===== src/rtl/scif_reg_pkg.sv =====
// Shared definitions for the SCIF register interface: register map,
// sticky-error bit positions and the packed SETUP register layout.
package scif_reg_pkg;

  localparam logic [4:0] REG_RX_SADDR   = 5'h00;
  localparam logic [4:0] REG_RX_SIZE    = 5'h01;
  localparam logic [4:0] REG_RX_CFG     = 5'h02;
  localparam logic [4:0] REG_TX_SADDR   = 5'h04;
  localparam logic [4:0] REG_TX_SIZE    = 5'h05;
  localparam logic [4:0] REG_TX_CFG     = 5'h06;
  localparam logic [4:0] REG_STATUS     = 5'h08;
  localparam logic [4:0] REG_SETUP      = 5'h09;
  localparam logic [4:0] REG_ERROR      = 5'h0A;
  localparam logic [4:0] REG_IRQ_EN     = 5'h0B;
  localparam logic [4:0] REG_RXQ_STATUS = 5'h0C;
  localparam logic [4:0] REG_RXQ_DATA   = 5'h0D;
  localparam logic [4:0] REG_ETU        = 5'h0E;
  localparam logic [4:0] REG_RXQ_CFG    = 5'h0F;
  localparam logic [4:0] REG_ERR_CNT    = 5'h10;

  localparam int ERR_OVERFLOW = 0;
  localparam int ERR_PARITY   = 1;
  localparam int ERR_RXQ_OVF  = 2;
  localparam int ERR_W        = 3;

  localparam logic [7:0] WATERMARK_RST = 8'd1;

  typedef struct packed {
    logic [15:0] divider;
    logic [1:0]  clksel;
    logic        en_rx;
    logic        en_tx;
    logic        polling_en;
    logic        stop_bits;
    logic [1:0]  num_bits;
    logic        parity_en;
  } setup_t;

  // Extract SETUP fields from a bus word.
  function automatic setup_t setup_from_word(input logic [31:0] d);
    setup_t s;
    s.divider    = d[31:16];
    s.clksel     = d[15:14];
    s.en_rx      = d[9];
    s.en_tx      = d[8];
    s.polling_en = d[4];
    s.stop_bits  = d[3];
    s.num_bits   = d[2:1];
    s.parity_en  = d[0];
    return s;
  endfunction

  // Place SETUP fields back at their bus positions for readback.
  function automatic logic [31:0] setup_to_word(input setup_t s);
    logic [31:0] d;
    d        = '0;
    d[31:16] = s.divider;
    d[15:14] = s.clksel;
    d[9]     = s.en_rx;
    d[8]     = s.en_tx;
    d[4]     = s.polling_en;
    d[3]     = s.stop_bits;
    d[2:1]   = s.num_bits;
    d[0]     = s.parity_en;
    return d;
  endfunction

endpackage


===== src/rtl/udma_scif_rxq.sv =====
// Synchronous RX character queue with flush, level and full/empty flags.
// Push into a full queue and pop from an empty one are ignored; flush wins
// over any same-cycle push or pop.
module udma_scif_rxq #(
  parameter int DATA_W = 8,
  parameter int DEPTH  = 8
) (
  input  logic                         clk_i,
  input  logic                         rst_i,
  input  logic                         push_i,
  input  logic [DATA_W-1:0]            data_i,
  input  logic                         pop_i,
  input  logic                         flush_i,
  output logic [DATA_W-1:0]            data_o,
  output logic [$clog2(DEPTH+1)-1:0]   level_o,
  output logic                         full_o,
  output logic                         empty_o
);

  localparam int PTR_W = $clog2(DEPTH);
  localparam int LVL_W = $clog2(DEPTH + 1);

  logic [DATA_W-1:0] mem [DEPTH];
  logic [PTR_W-1:0]  wr_ptr;
  logic [PTR_W-1:0]  rd_ptr;
  logic [LVL_W-1:0]  level;
  logic              do_push;
  logic              do_pop;

  assign full_o  = (level == LVL_W'(DEPTH));
  assign empty_o = (level == '0);
  assign do_push = push_i & ~full_o;
  assign do_pop  = pop_i & ~empty_o;
  assign data_o  = mem[rd_ptr];
  assign level_o = level;

  // Pointer and level bookkeeping; pointers wrap naturally (DEPTH is a power of two).
  always_ff @(posedge clk_i or posedge rst_i) begin
    if (rst_i) begin
      wr_ptr <= '0;
      rd_ptr <= '0;
      level  <= '0;
    end else if (flush_i) begin
      wr_ptr <= '0;
      rd_ptr <= '0;
      level  <= '0;
    end else begin
      if (do_push) wr_ptr <= wr_ptr + PTR_W'(1);
      if (do_pop)  rd_ptr <= rd_ptr + PTR_W'(1);
      case ({do_push, do_pop})
        2'b10:   level <= level + LVL_W'(1);
        2'b01:   level <= level - LVL_W'(1);
        default: level <= level;
      endcase
    end
  end

  // Storage; contents need no reset because the pointers define validity.
  always_ff @(posedge clk_i) begin
    if (do_push && !flush_i) mem[wr_ptr] <= data_i;
  end

endmodule


===== src/rtl/udma_scif_reg_rxq_if.sv =====
// Register interface for the uDMA SCIF peripheral: uDMA channel config,
// line setup, RX queue with watermark IRQ, sticky errors and counters.
import scif_reg_pkg::*;

module udma_scif_reg_rxq_if #(
  parameter int L2_AWIDTH_NOAL = 12,
  parameter int TRANS_SIZE     = 16,
  parameter int DATA_W         = 8,
  parameter int RXQ_DEPTH      = 8,
  parameter int CNT_W          = 8
) (
  input  logic                      clk_i,
  input  logic                      rst_i,

  input  logic [31:0]               cfg_data_i,
  input  logic [4:0]                cfg_addr_i,
  input  logic                      cfg_valid_i,
  input  logic                      cfg_rwn_i,
  output logic [31:0]               cfg_data_o,
  output logic                      cfg_ready_o,

  output logic [L2_AWIDTH_NOAL-1:0] cfg_rx_startaddr_o,
  output logic [TRANS_SIZE-1:0]     cfg_rx_size_o,
  output logic                      cfg_rx_continuous_o,
  output logic                      cfg_rx_en_o,
  output logic                      cfg_rx_clr_o,
  input  logic                      cfg_rx_en_i,
  input  logic                      cfg_rx_pending_i,
  input  logic [L2_AWIDTH_NOAL-1:0] cfg_rx_curr_addr_i,
  input  logic [TRANS_SIZE-1:0]     cfg_rx_bytes_left_i,

  output logic [L2_AWIDTH_NOAL-1:0] cfg_tx_startaddr_o,
  output logic [TRANS_SIZE-1:0]     cfg_tx_size_o,
  output logic                      cfg_tx_continuous_o,
  output logic                      cfg_tx_en_o,
  output logic                      cfg_tx_clr_o,
  input  logic                      cfg_tx_en_i,
  input  logic                      cfg_tx_pending_i,
  input  logic [L2_AWIDTH_NOAL-1:0] cfg_tx_curr_addr_i,
  input  logic [TRANS_SIZE-1:0]     cfg_tx_bytes_left_i,

  input  logic [1:0]                status_i,
  input  logic                      err_parity_i,
  input  logic                      err_overflow_i,

  input  logic [DATA_W-1:0]         rx_data_i,
  input  logic                      rx_valid_i,
  output logic                      rx_ready_o,

  output logic [15:0]               divider_o,
  output logic [15:0]               etu_o,
  output logic [1:0]                clksel_o,
  output logic [1:0]                num_bits_o,
  output logic                      stop_bits_o,
  output logic                      parity_en_o,
  output logic                      en_rx_o,
  output logic                      en_tx_o,
  output logic                      rx_polling_en_o,
  output logic                      rx_irq_o,
  output logic                      err_irq_o
);

  localparam int LVL_W = $clog2(RXQ_DEPTH + 1);
  localparam logic [CNT_W-1:0] CNT_MAX = '1;

  logic              wr_en;
  logic              rd_en;
  setup_t            setup_q;
  logic [15:0]       etu_q;
  logic [1:0]        irq_en_q;
  logic [7:0]        watermark_q;
  logic [ERR_W-1:0]  err_q;
  logic [ERR_W-1:0]  err_set;
  logic [ERR_W-1:0]  err_clr;
  logic [CNT_W-1:0]  par_cnt_q;
  logic [CNT_W-1:0]  ovf_cnt_q;

  logic              rxq_push;
  logic              rxq_pop;
  logic              rxq_flush;
  logic [DATA_W-1:0] rxq_data;
  logic [LVL_W-1:0]  rxq_level;
  logic              rxq_full;
  logic              rxq_empty;
  logic [31:0]       level_ext;
  logic [7:0]        wm_eff;

  assign wr_en       = cfg_valid_i & ~cfg_rwn_i;
  assign rd_en       = cfg_valid_i &  cfg_rwn_i;
  assign cfg_ready_o = 1'b1;

  // RX uDMA channel configuration; en/clr are one-cycle pulses after the write.
  always_ff @(posedge clk_i or posedge rst_i) begin
    if (rst_i) begin
      cfg_rx_startaddr_o  <= '0;
      cfg_rx_size_o       <= '0;
      cfg_rx_continuous_o <= 1'b0;
      cfg_rx_en_o         <= 1'b0;
      cfg_rx_clr_o        <= 1'b0;
    end else begin
      cfg_rx_en_o  <= 1'b0;
      cfg_rx_clr_o <= 1'b0;
      if (wr_en && cfg_addr_i == REG_RX_SADDR) cfg_rx_startaddr_o <= cfg_data_i[L2_AWIDTH_NOAL-1:0];
      if (wr_en && cfg_addr_i == REG_RX_SIZE)  cfg_rx_size_o      <= cfg_data_i[TRANS_SIZE-1:0];
      if (wr_en && cfg_addr_i == REG_RX_CFG) begin
        cfg_rx_continuous_o <= cfg_data_i[0];
        cfg_rx_en_o         <= cfg_data_i[4];
        cfg_rx_clr_o        <= cfg_data_i[6];
      end
    end
  end

  // TX uDMA channel configuration, same layout as RX.
  always_ff @(posedge clk_i or posedge rst_i) begin
    if (rst_i) begin
      cfg_tx_startaddr_o  <= '0;
      cfg_tx_size_o       <= '0;
      cfg_tx_continuous_o <= 1'b0;
      cfg_tx_en_o         <= 1'b0;
      cfg_tx_clr_o        <= 1'b0;
    end else begin
      cfg_tx_en_o  <= 1'b0;
      cfg_tx_clr_o <= 1'b0;
      if (wr_en && cfg_addr_i == REG_TX_SADDR) cfg_tx_startaddr_o <= cfg_data_i[L2_AWIDTH_NOAL-1:0];
      if (wr_en && cfg_addr_i == REG_TX_SIZE)  cfg_tx_size_o      <= cfg_data_i[TRANS_SIZE-1:0];
      if (wr_en && cfg_addr_i == REG_TX_CFG) begin
        cfg_tx_continuous_o <= cfg_data_i[0];
        cfg_tx_en_o         <= cfg_data_i[4];
        cfg_tx_clr_o        <= cfg_data_i[6];
      end
    end
  end

  // Line setup, ETU, IRQ enables and RX queue watermark.
  always_ff @(posedge clk_i or posedge rst_i) begin
    if (rst_i) begin
      setup_q     <= '0;
      etu_q       <= '0;
      irq_en_q    <= '0;
      watermark_q <= WATERMARK_RST;
    end else if (wr_en) begin
      case (cfg_addr_i)
        REG_SETUP:   setup_q     <= setup_from_word(cfg_data_i);
        REG_ETU:     etu_q       <= cfg_data_i[15:0];
        REG_IRQ_EN:  irq_en_q    <= cfg_data_i[1:0];
        REG_RXQ_CFG: watermark_q <= cfg_data_i[7:0];
        default:     ;
      endcase
    end
  end

  assign divider_o       = setup_q.divider;
  assign clksel_o        = setup_q.clksel;
  assign num_bits_o      = setup_q.num_bits;
  assign stop_bits_o     = setup_q.stop_bits;
  assign parity_en_o     = setup_q.parity_en;
  assign en_rx_o         = setup_q.en_rx;
  assign en_tx_o         = setup_q.en_tx;
  assign rx_polling_en_o = setup_q.polling_en;
  assign etu_o           = etu_q;

  // Queue control. Turning polling off through SETUP also discards queued data.
  assign rx_ready_o = setup_q.polling_en & ~rxq_full;
  assign rxq_push   = rx_valid_i & rx_ready_o;
  assign rxq_pop    = rd_en & (cfg_addr_i == REG_RXQ_DATA) & ~rxq_empty;
  assign rxq_flush  = wr_en & (((cfg_addr_i == REG_RXQ_CFG) & cfg_data_i[31]) |
                               ((cfg_addr_i == REG_SETUP)   & ~cfg_data_i[4]));

  udma_scif_rxq #(
    .DATA_W (DATA_W),
    .DEPTH  (RXQ_DEPTH)
  ) u_rxq (
    .clk_i   (clk_i),
    .rst_i   (rst_i),
    .push_i  (rxq_push),
    .data_i  (rx_data_i),
    .pop_i   (rxq_pop),
    .flush_i (rxq_flush),
    .data_o  (rxq_data),
    .level_o (rxq_level),
    .full_o  (rxq_full),
    .empty_o (rxq_empty)
  );

  assign err_set[ERR_OVERFLOW] = err_overflow_i;
  assign err_set[ERR_PARITY]   = err_parity_i;
  assign err_set[ERR_RXQ_OVF]  = rx_valid_i & setup_q.polling_en & rxq_full;
  assign err_clr = (wr_en && cfg_addr_i == REG_ERROR) ? cfg_data_i[ERR_W-1:0] : '0;

  // Sticky errors: a new error pulse wins over a same-cycle write-1-to-clear.
  always_ff @(posedge clk_i or posedge rst_i) begin
    if (rst_i) err_q <= '0;
    else       err_q <= (err_q & ~err_clr) | err_set;
  end

  // Saturating error counters; any write to ERR_CNT clears both and wins over an increment.
  always_ff @(posedge clk_i or posedge rst_i) begin
    if (rst_i) begin
      par_cnt_q <= '0;
      ovf_cnt_q <= '0;
    end else if (wr_en && cfg_addr_i == REG_ERR_CNT) begin
      par_cnt_q <= '0;
      ovf_cnt_q <= '0;
    end else begin
      if (err_parity_i   && par_cnt_q != CNT_MAX) par_cnt_q <= par_cnt_q + CNT_W'(1);
      if (err_overflow_i && ovf_cnt_q != CNT_MAX) ovf_cnt_q <= ovf_cnt_q + CNT_W'(1);
    end
  end

  // A watermark of zero behaves as one, so an empty queue never raises the IRQ.
  assign level_ext = 32'(rxq_level);
  assign wm_eff    = (watermark_q == 8'd0) ? 8'd1 : watermark_q;

  // Registered interrupt outputs, one cycle behind their conditions.
  always_ff @(posedge clk_i or posedge rst_i) begin
    if (rst_i) begin
      rx_irq_o  <= 1'b0;
      err_irq_o <= 1'b0;
    end else begin
      rx_irq_o  <= irq_en_q[0] & (level_ext >= {24'd0, wm_eff});
      err_irq_o <= irq_en_q[1] & (|err_q);
    end
  end

  // Read mux; SADDR/SIZE reads show the live channel pointer and remaining bytes.
  always_comb begin
    cfg_data_o = '0;
    if (rd_en) begin
      case (cfg_addr_i)
        REG_RX_SADDR:   cfg_data_o = 32'(cfg_rx_curr_addr_i);
        REG_RX_SIZE:    cfg_data_o = 32'(cfg_rx_bytes_left_i);
        REG_RX_CFG:     cfg_data_o = {26'd0, cfg_rx_pending_i, cfg_rx_en_i, 3'b000, cfg_rx_continuous_o};
        REG_TX_SADDR:   cfg_data_o = 32'(cfg_tx_curr_addr_i);
        REG_TX_SIZE:    cfg_data_o = 32'(cfg_tx_bytes_left_i);
        REG_TX_CFG:     cfg_data_o = {26'd0, cfg_tx_pending_i, cfg_tx_en_i, 3'b000, cfg_tx_continuous_o};
        REG_STATUS:     cfg_data_o = {30'd0, status_i};
        REG_SETUP:      cfg_data_o = setup_to_word(setup_q);
        REG_ERROR:      cfg_data_o = 32'(err_q);
        REG_IRQ_EN:     cfg_data_o = {30'd0, irq_en_q};
        REG_RXQ_STATUS: cfg_data_o = {16'd0, level_ext[7:0], 6'd0, rxq_full, rxq_empty};
        REG_RXQ_DATA: begin
          if (!rxq_empty) begin
            cfg_data_o     = 32'(rxq_data);
            cfg_data_o[31] = 1'b1;
          end
        end
        REG_ETU:        cfg_data_o = {16'd0, etu_q};
        REG_RXQ_CFG:    cfg_data_o = {24'd0, watermark_q};
        REG_ERR_CNT:    cfg_data_o = (32'(par_cnt_q) << 8) | 32'(ovf_cnt_q);
        default:        cfg_data_o = '0;
      endcase
    end
  end

endmodule


===== config.mk =====
export PLATFORM = sky130hd
export DESIGN_NAME = udma_scif_reg_rxq_if
export DESIGN_NICKNAME = d
export VERILOG_FILES = /design/src/rtl/scif_reg_pkg.sv /design/src/rtl/udma_scif_rxq.sv /design/src/rtl/udma_scif_reg_rxq_if.sv
export SDC_FILE = /design/constraint.sdc
export NUM_CORES = 1
export LEC_CHECK = 0
export ABC_AREA = 1
export BUFFER_PORTS_ARGS = -buffer_cell sky130_fd_sc_hd__buf_2
export CAP_MARGIN = 5
export CELL_PAD_IN_SITES_DETAIL_PLACEMENT = 1
export CELL_PAD_IN_SITES_GLOBAL_PLACEMENT = 1
export CORE_UTILIZATION = 42
export DETAILED_ROUTE_END_ITERATION = 8
export MAX_ROUTING_LAYER = met4
export PLACE_DENSITY = 0.95
export SYNTH_ARGS = -nofsm -noshare
export SYNTH_HDL_FRONTEND = slang
export SYNTH_SLANG_ARGS = --single-unit
export TNS_END_PERCENT = 10

===== constraint.sdc =====
create_clock -name clk_i -period 10.4 [get_ports clk_i]
set_input_delay 2.08 -clock clk_i [delete_from_list [all_inputs] [get_ports clk_i]]
set_output_delay 2.08 -clock clk_i [all_outputs]
set_load 0.01 [all_outputs]

[After elaboration in Yosys (flattened, before gate mapping)]
Memories as Yosys holds them, arrays and structs flattened.
Cells that the tools add are included.
Cells by class
  add/sub/neg operators: 6
  $lt $le $gt $ge: 1
  equality and inequality tests: 19
  mux-type cells: 21
  bitwise gates (word level): 24
  reductions and logical operators: 25
Operators with widths (count)
  case mux 32 bit (15 select lines): 1
  2-to-1 mux 32 bit: 2
  equality test 5 x 4 -> 1 bit, second input constant: 8
  2-to-1 mux 8 bit: 5
  adder 8 x 1 -> 8 bit, second input constant: 2
  != test 8 bit, second input constant: 2
  bitwise OR 16 x 8 -> 16 bit: 1
  AND 1 bit: 15
  equality test 5 x 3 -> 1 bit, second input constant: 3
  2-to-1 mux 3 bit: 5
  logical AND 1 bit: 11
  greater-or-equal comparator 4 x 8 -> 1 bit: 1
  logical NOT 8 bit: 1
  case mux 4 bit (2 select lines): 1
  AND reduction 2 bit: 4
  nonzero test 2 bit: 4
  adder 3 x 1 -> 3 bit, second input constant: 2
  2-to-1 mux 1 bit: 6
  equality test 5 x 1 -> 1 bit, second input constant: 1
  equality test 5 x 2 -> 1 bit, second input constant: 1
  equality test 5 bit, second input constant: 1
  logical NOT 5 bit: 1
  adder 4 x 1 -> 4 bit, second input constant: 1
  equality test 4 bit, second input constant: 1
  13 further kinds: 16
Storage, ports and cells
  flip-flop bits (word level): 144
  RAM bits: 64
  input port bits: 114
  output and inout bits: 139
  memories kept: 1
Memory list
  u_rxq.mem: depth 8, width 8, rd ports 1, clocked after memory_dff 0, wr ports 1, RTL line udma_scif_rxq.sv:23  | logic [DATA_W-1:0] mem [DEPTH];

[Depth between registers and ports, before layout]
  depth in word-level cells: 8
  mapped depth: 17

[By module]
Synthesis repeated with hierarchy kept, for this count alone.
Unflattened totals
  cells, all modules: 1130
  area total of the unflattened synthesis: 9993.3 um^2
Modules (own cells, without submodules)
  udma_scif_reg_rxq_if: instances 1, cells each 872, area each 6854.1 um^2
  udma_scif_rxq: instances 1, cells each 258, area each 3139.3 um^2

[Least setup slack after synthesis]
OpenSTA, ideal clock, no wires.
  path kind: input -> output
  from: input port cfg_addr_i[4]
  to: output port cfg_data_o[11]
  arrival time: 3.182 ns
  required time: 8.320 ns
  path slack: 5.138 ns
  stages: 8
  path through: inv_1 -> nand3_2 -> nor2_2 -> buf_4 -> nand2_1 -> o21ai_0 -> nor2_1 -> a41oi_1
On the way
  cells in the longest elaborated chain, start to end: 3
RTL lines
  start, declared: RTL line udma_scif_reg_rxq_if.sv:16  | input logic [4:0] cfg_addr_i,
  equality test 5 bit (tied with other cells): RTL line udma_scif_reg_rxq_if.sv:229  | case (cfg_addr_i)
  case mux 32 bit (15 select lines) *: RTL line udma_scif_reg_rxq_if.sv:229
  2-to-1 mux 32 bit *: RTL line udma_scif_reg_rxq_if.sv:228  | if (rd_en) begin
  end, declared: RTL line udma_scif_reg_rxq_if.sv:19  | output logic [31:0] cfg_data_o,
Every way passes the cells marked *; elsewhere a longest branch is shown, timed or not.

[Worst setup path after layout]
  from: input port cfg_addr_i[1]
  to: output port cfg_data_o[6]
Same word-level chain as after synthesis.

==> flow_results.org <==
** Run status
- Result of the run :: complete, no violations

** Synth
- After synthesis the cells add up to 9670 µm².
- Sequential fraction of the synthesis area :: 0.572
- Post-Synthesis Net Count :: 1237
- Synthesis produced 1114 cells.
- Synthesized area per cell :: 8.68 µm²
- For this run, the number of Yosys warnings is 0.
- Number of flip-flops and latches in the synthesized netlist :: roughly 210
- After synthesis, the netlist uses about 40 different library cells.

** Critical path
- Setup crit start kind :: input pin
- The worst register-to-register path has a setup slack of 7.59 ns.
- Endpoint kind of the worst setup timing path :: output port
- Critical Path Start :: cfg_addr_i[1]
- Endpoint of the most critical setup path :: cfg_data_o[6]
- The startpoint identified for the worst register-to-register timing path is u_rxq.level_o[3]$_DFFE_PP0P_.
- Critical Path Fanout Max :: 13
- At the worst endpoint, the required time is 8.32 ns.
- The worst register-to-register path has a depth of 7.
- In this run the critical register-to-register path is captured at u_rxq.mem[1][3]$_DFFE_PP_.
- Data arrival at the endpoint of the critical path :: 4.45 ns
- Type of the worst setup path :: input pin to output port

** CTS
- CTS Root Buffer Type :: clkbuf_16
- For this design, the sink count on the clock tree is approximately 210.
- In this run the number of H-tree levels came out at 1.
- Clock-pin slew was measured on the worst setup and hold paths at 0.06 ns.
- CTS buffer count :: 23
- Counting along the longest clock path gives a buffer depth of 3.
- TritonCTS built the clock tree.
- CTS hold repair buffers :: 0
- The number of setup buffers added after CTS is 0.
- The clock reaches the later pin of the worst-skew pair after ~0.52 ns.
- Post_cts resized :: 0

** Placed design
- Routability-driven placement finished with a final weighted congestion of 0.907.
- Buffers placed on the I/O ports in this run total 251.
- After detailed placement, the design holds a cell count of 1608.
- Summing all placed instances gives a cell area of approximately 11000 µm².
- Once detailed placement completed, the half-perimeter wirelength came to 26100 µm.

** Min path
- The tightest min-delay check is of the register to register type.
- Hold_sp :: cfg_tx_size_o[15]$_DFFE_PP0P_

** Floorplanning
- 253 I/O pins were placed.
- Number of rows created at floorplan :: 55
- The die is 154 µm wide.
- Die height :: 154 µm
- Effective utilization at floorplan :: 0.427
- The core region is between 20000 and 25000 µm².
- The die covers between 20000 and 25000 µm².

** Cells and area
- After the flow finishes, the layout carries non-filler instances totaling 1655.
- Final Util :: 0.521
- The filler cells instantiated in the layout total 2737.
- Summing all non-filler instances in the final layout gives an area of 11800 µm².
- In the final layout, the share of cells above drive strength 1 is 0.227.
- Final-stage net count :: 1471
- The multi-input combinational cells in the finished layout cover a total of 3560 µm².
- Area growth from synthesis to final layout :: 22.0%
- The sequential cells in the finished layout cover a total of ~5500 µm².

** STA
- Adding up every negative setup slack in the final design gives 0 ns.
- The number of pins exceeding their max-slew limit in the final report is 0.
- Setup violations remaining at the end of the flow were counted as 0.
- Dividing the final minimum period by the clock period gives 0.628.
- Based on the critical path, the design can be clocked at up to 153 MHz.
- The final count of hold timing violations was 0.
- The clock arrives with 0.00976 ns of skew.
- Slew of the pin with the lowest slew margin :: 1.15 ns
- In this run the tightest slew margin relative to its limit is 0.234.
- Unrepaired setup endpoints after global routing :: no
- The worst path needs 6.53 ns of the cycle, external delays included.

** Drt
- Number of remaining DRC errors :: 0
- In this run the remaining antenna-violating nets after routing total 0.
- Summed over all layers, the routed wires come to around 39000 µm.
- Number of vias in the routed layout :: 9547
- In the routed layout, each cell is associated on average with a via count of 5.77.
- After detailed routing, the average wire length per cell comes to 23.3 µm.
- The detailed router finished its first iteration with 917 violations.
- Count of TritonRoute iterations in the first routing pass :: 5

** Power
- Pleak :: 5.75 nW
- Largest vdd supply drop :: 96.7 µV
- PD cells :: 197 nW/µm²

** Global route
- First-pass GRT wire length :: between 50000 and 60000 µm
- Overflow left after global routing :: 0
- Vias in the first global route :: 9973
- Across every metal layer, demand over resource in global routing totals 0.335.
- The initial antenna violation count came to 6.
- Entering global routing, the biggest net connects 81 pins.

** Flow run
- Number of max-cap violations :: 0
synthesized netlist by cell type, drive strengths merged:
cell type	number	area, µm²
nand2	301	1140
o21ai	182	926
dfrtp	143	3580
nor2	127	523
inv	99	372
edfxtp	64	1920
nand3	41	220
clkbuf	28	105
a21oi	26	138
nor3	22	110
buf	18	106
o211ai	14	105
nand4	11	68.8
ha	9	113
a211oi	4	30.0
nor3b	4	30.0
xor2	4	35.0
a31oi	3	18.8
a41oi	3	26.3
o21a	2	15.0
o22ai	2	12.5
conb	1	3.75
dfstp	1	26.3
o21bai	1	7.51
o221ai	1	8.76
o31a	1	8.76
o41ai	1	8.76
xnor2	1	8.76
worst max-delay path: stages:
cell and delay (ns):
buf_2 0.16, nor2_1 0.24, nand2_1 0.14, nor2_1 0.87, nand2_1 0.16, o21ai_0 0.14
nor2_1 0.09, nand2_1 0.13, a21oi_1 0.07, nor2_1 0.19, buf_2 0.17
layout by cell type, fill, tap and decap left out, types with 4 or more instances in the layout:
master     Yosys  routed
nand2_1      298     298
buf_2         13     251
o21ai_0      171     171
dfrtp_1      143     143
nor2_1       118     118
inv_1         97      96
edfxtp_1      64      64
nand3_1       38      38
a21oi_1       24      24
clkbuf_16      0      23
nor3_1        22      22
o211ai_1      14      14
nand4_1       11      11
o21ai_1        9       9
ha_1           9       9
clkbuf_1      28       9
diode_2        0       6
nor2_2         6       6
clkinv_2       0       5
a211oi_1       4       4
nor3b_1        4       4
xor2_1         4       4
buf_4          4       4
power by group:
| part | internal, mW | total, mW | leakage (nW) | switching (mW) |
|---|---|---|---|---|
| sequential | 0.953 | 1.06 | 2.41 | 0.109 |
| clock | 0.423 | 0.763 | 0.330 | 0.340 |
| combinational | 0.169 | 0.500 | 3.01 | 0.331 |
| total | 1.54 | 2.33 | 5.75 | 0.780 |
cell type report:
class                   count  area share
diodes                      6     0.00127
clock buffers              34      0.0540
clock inverters             7     0.00308
inverters                  99      0.0319
multi-input cells         761       0.302
flip-flops and latches    208       0.469
well taps                 285      0.0302
repair buffers            255       0.109
worst min-delay path by stage:
stage                     depth (start not counted)                             to  slack (ns)
final                                             2  cfg_tx_size_o[15]$_DFFE_PP0P_        0.48
after global routing                              2  cfg_tx_size_o[15]$_DFFE_PP0P_        0.51
after CTS                                         2  cfg_tx_size_o[15]$_DFFE_PP0P_        0.48
after detailed placement                          2   cfg_tx_size_o[2]$_DFFE_PP0P_        0.47
after global placement                            2   cfg_tx_size_o[2]$_DFFE_PP0P_        0.46
after floorplan                                   2        irq_en_q[0]$_DFFE_PP0P_        0.47
cell families (layout without fill, tap and decap cells):
kind of cell    Yosys count  count (layout)  share of synthesized area
simple gates            506             506                      0.217
compound gates          240             240                      0.135
flops                   208             208                      0.572
buf+inv                 145             395                     0.0603
fa+ha+maj                 9               9                     0.0116
xor+xnor                  5               5                    0.00453
other cells               1               7                   0.000388
per-stage QoR:
step                power [mW]  hold slack, ns  setup slack (ns)
detailed placement        1.55           0.468              4.15
floorplan                 1.33           0.467              4.46
global route              2.42           0.511              3.81
finish                    2.33           0.483              3.87
CTS                       2.31           0.483              4.03
global placement          1.51           0.462              4.21
flip-flops by register name (all words and copies together) (netlist names), 3 cells and up:
register            cells
cfg_tx_size_o          16
ovf_cnt_q               8
u_rxq.level_o           4
watermark_q             8
cfg_rx_startaddr_o     12
cfg_rx_size_o          16
par_cnt_q               8
u_rxq.mem              64
err_q                   3
divider_o              16
u_rxq.rd_ptr            3
cfg_tx_startaddr_o     12
u_rxq.wr_ptr            3
etu_o                  16
layer usage:
| layer | share of wire | wire (µm) | GRT usage |
|---|---|---|---|
| met1 | 0.38 | 14700 | 0.397 |
| met2 | 0.47 | 18100 | 0.541 |
| met3 | 0.086 | 3330 | 0.0603 |
| met4 | 0.063 | 2410 | 0.190 |
| met5 | 0 | 0 | - |
(Power assumes the default switching activity.)
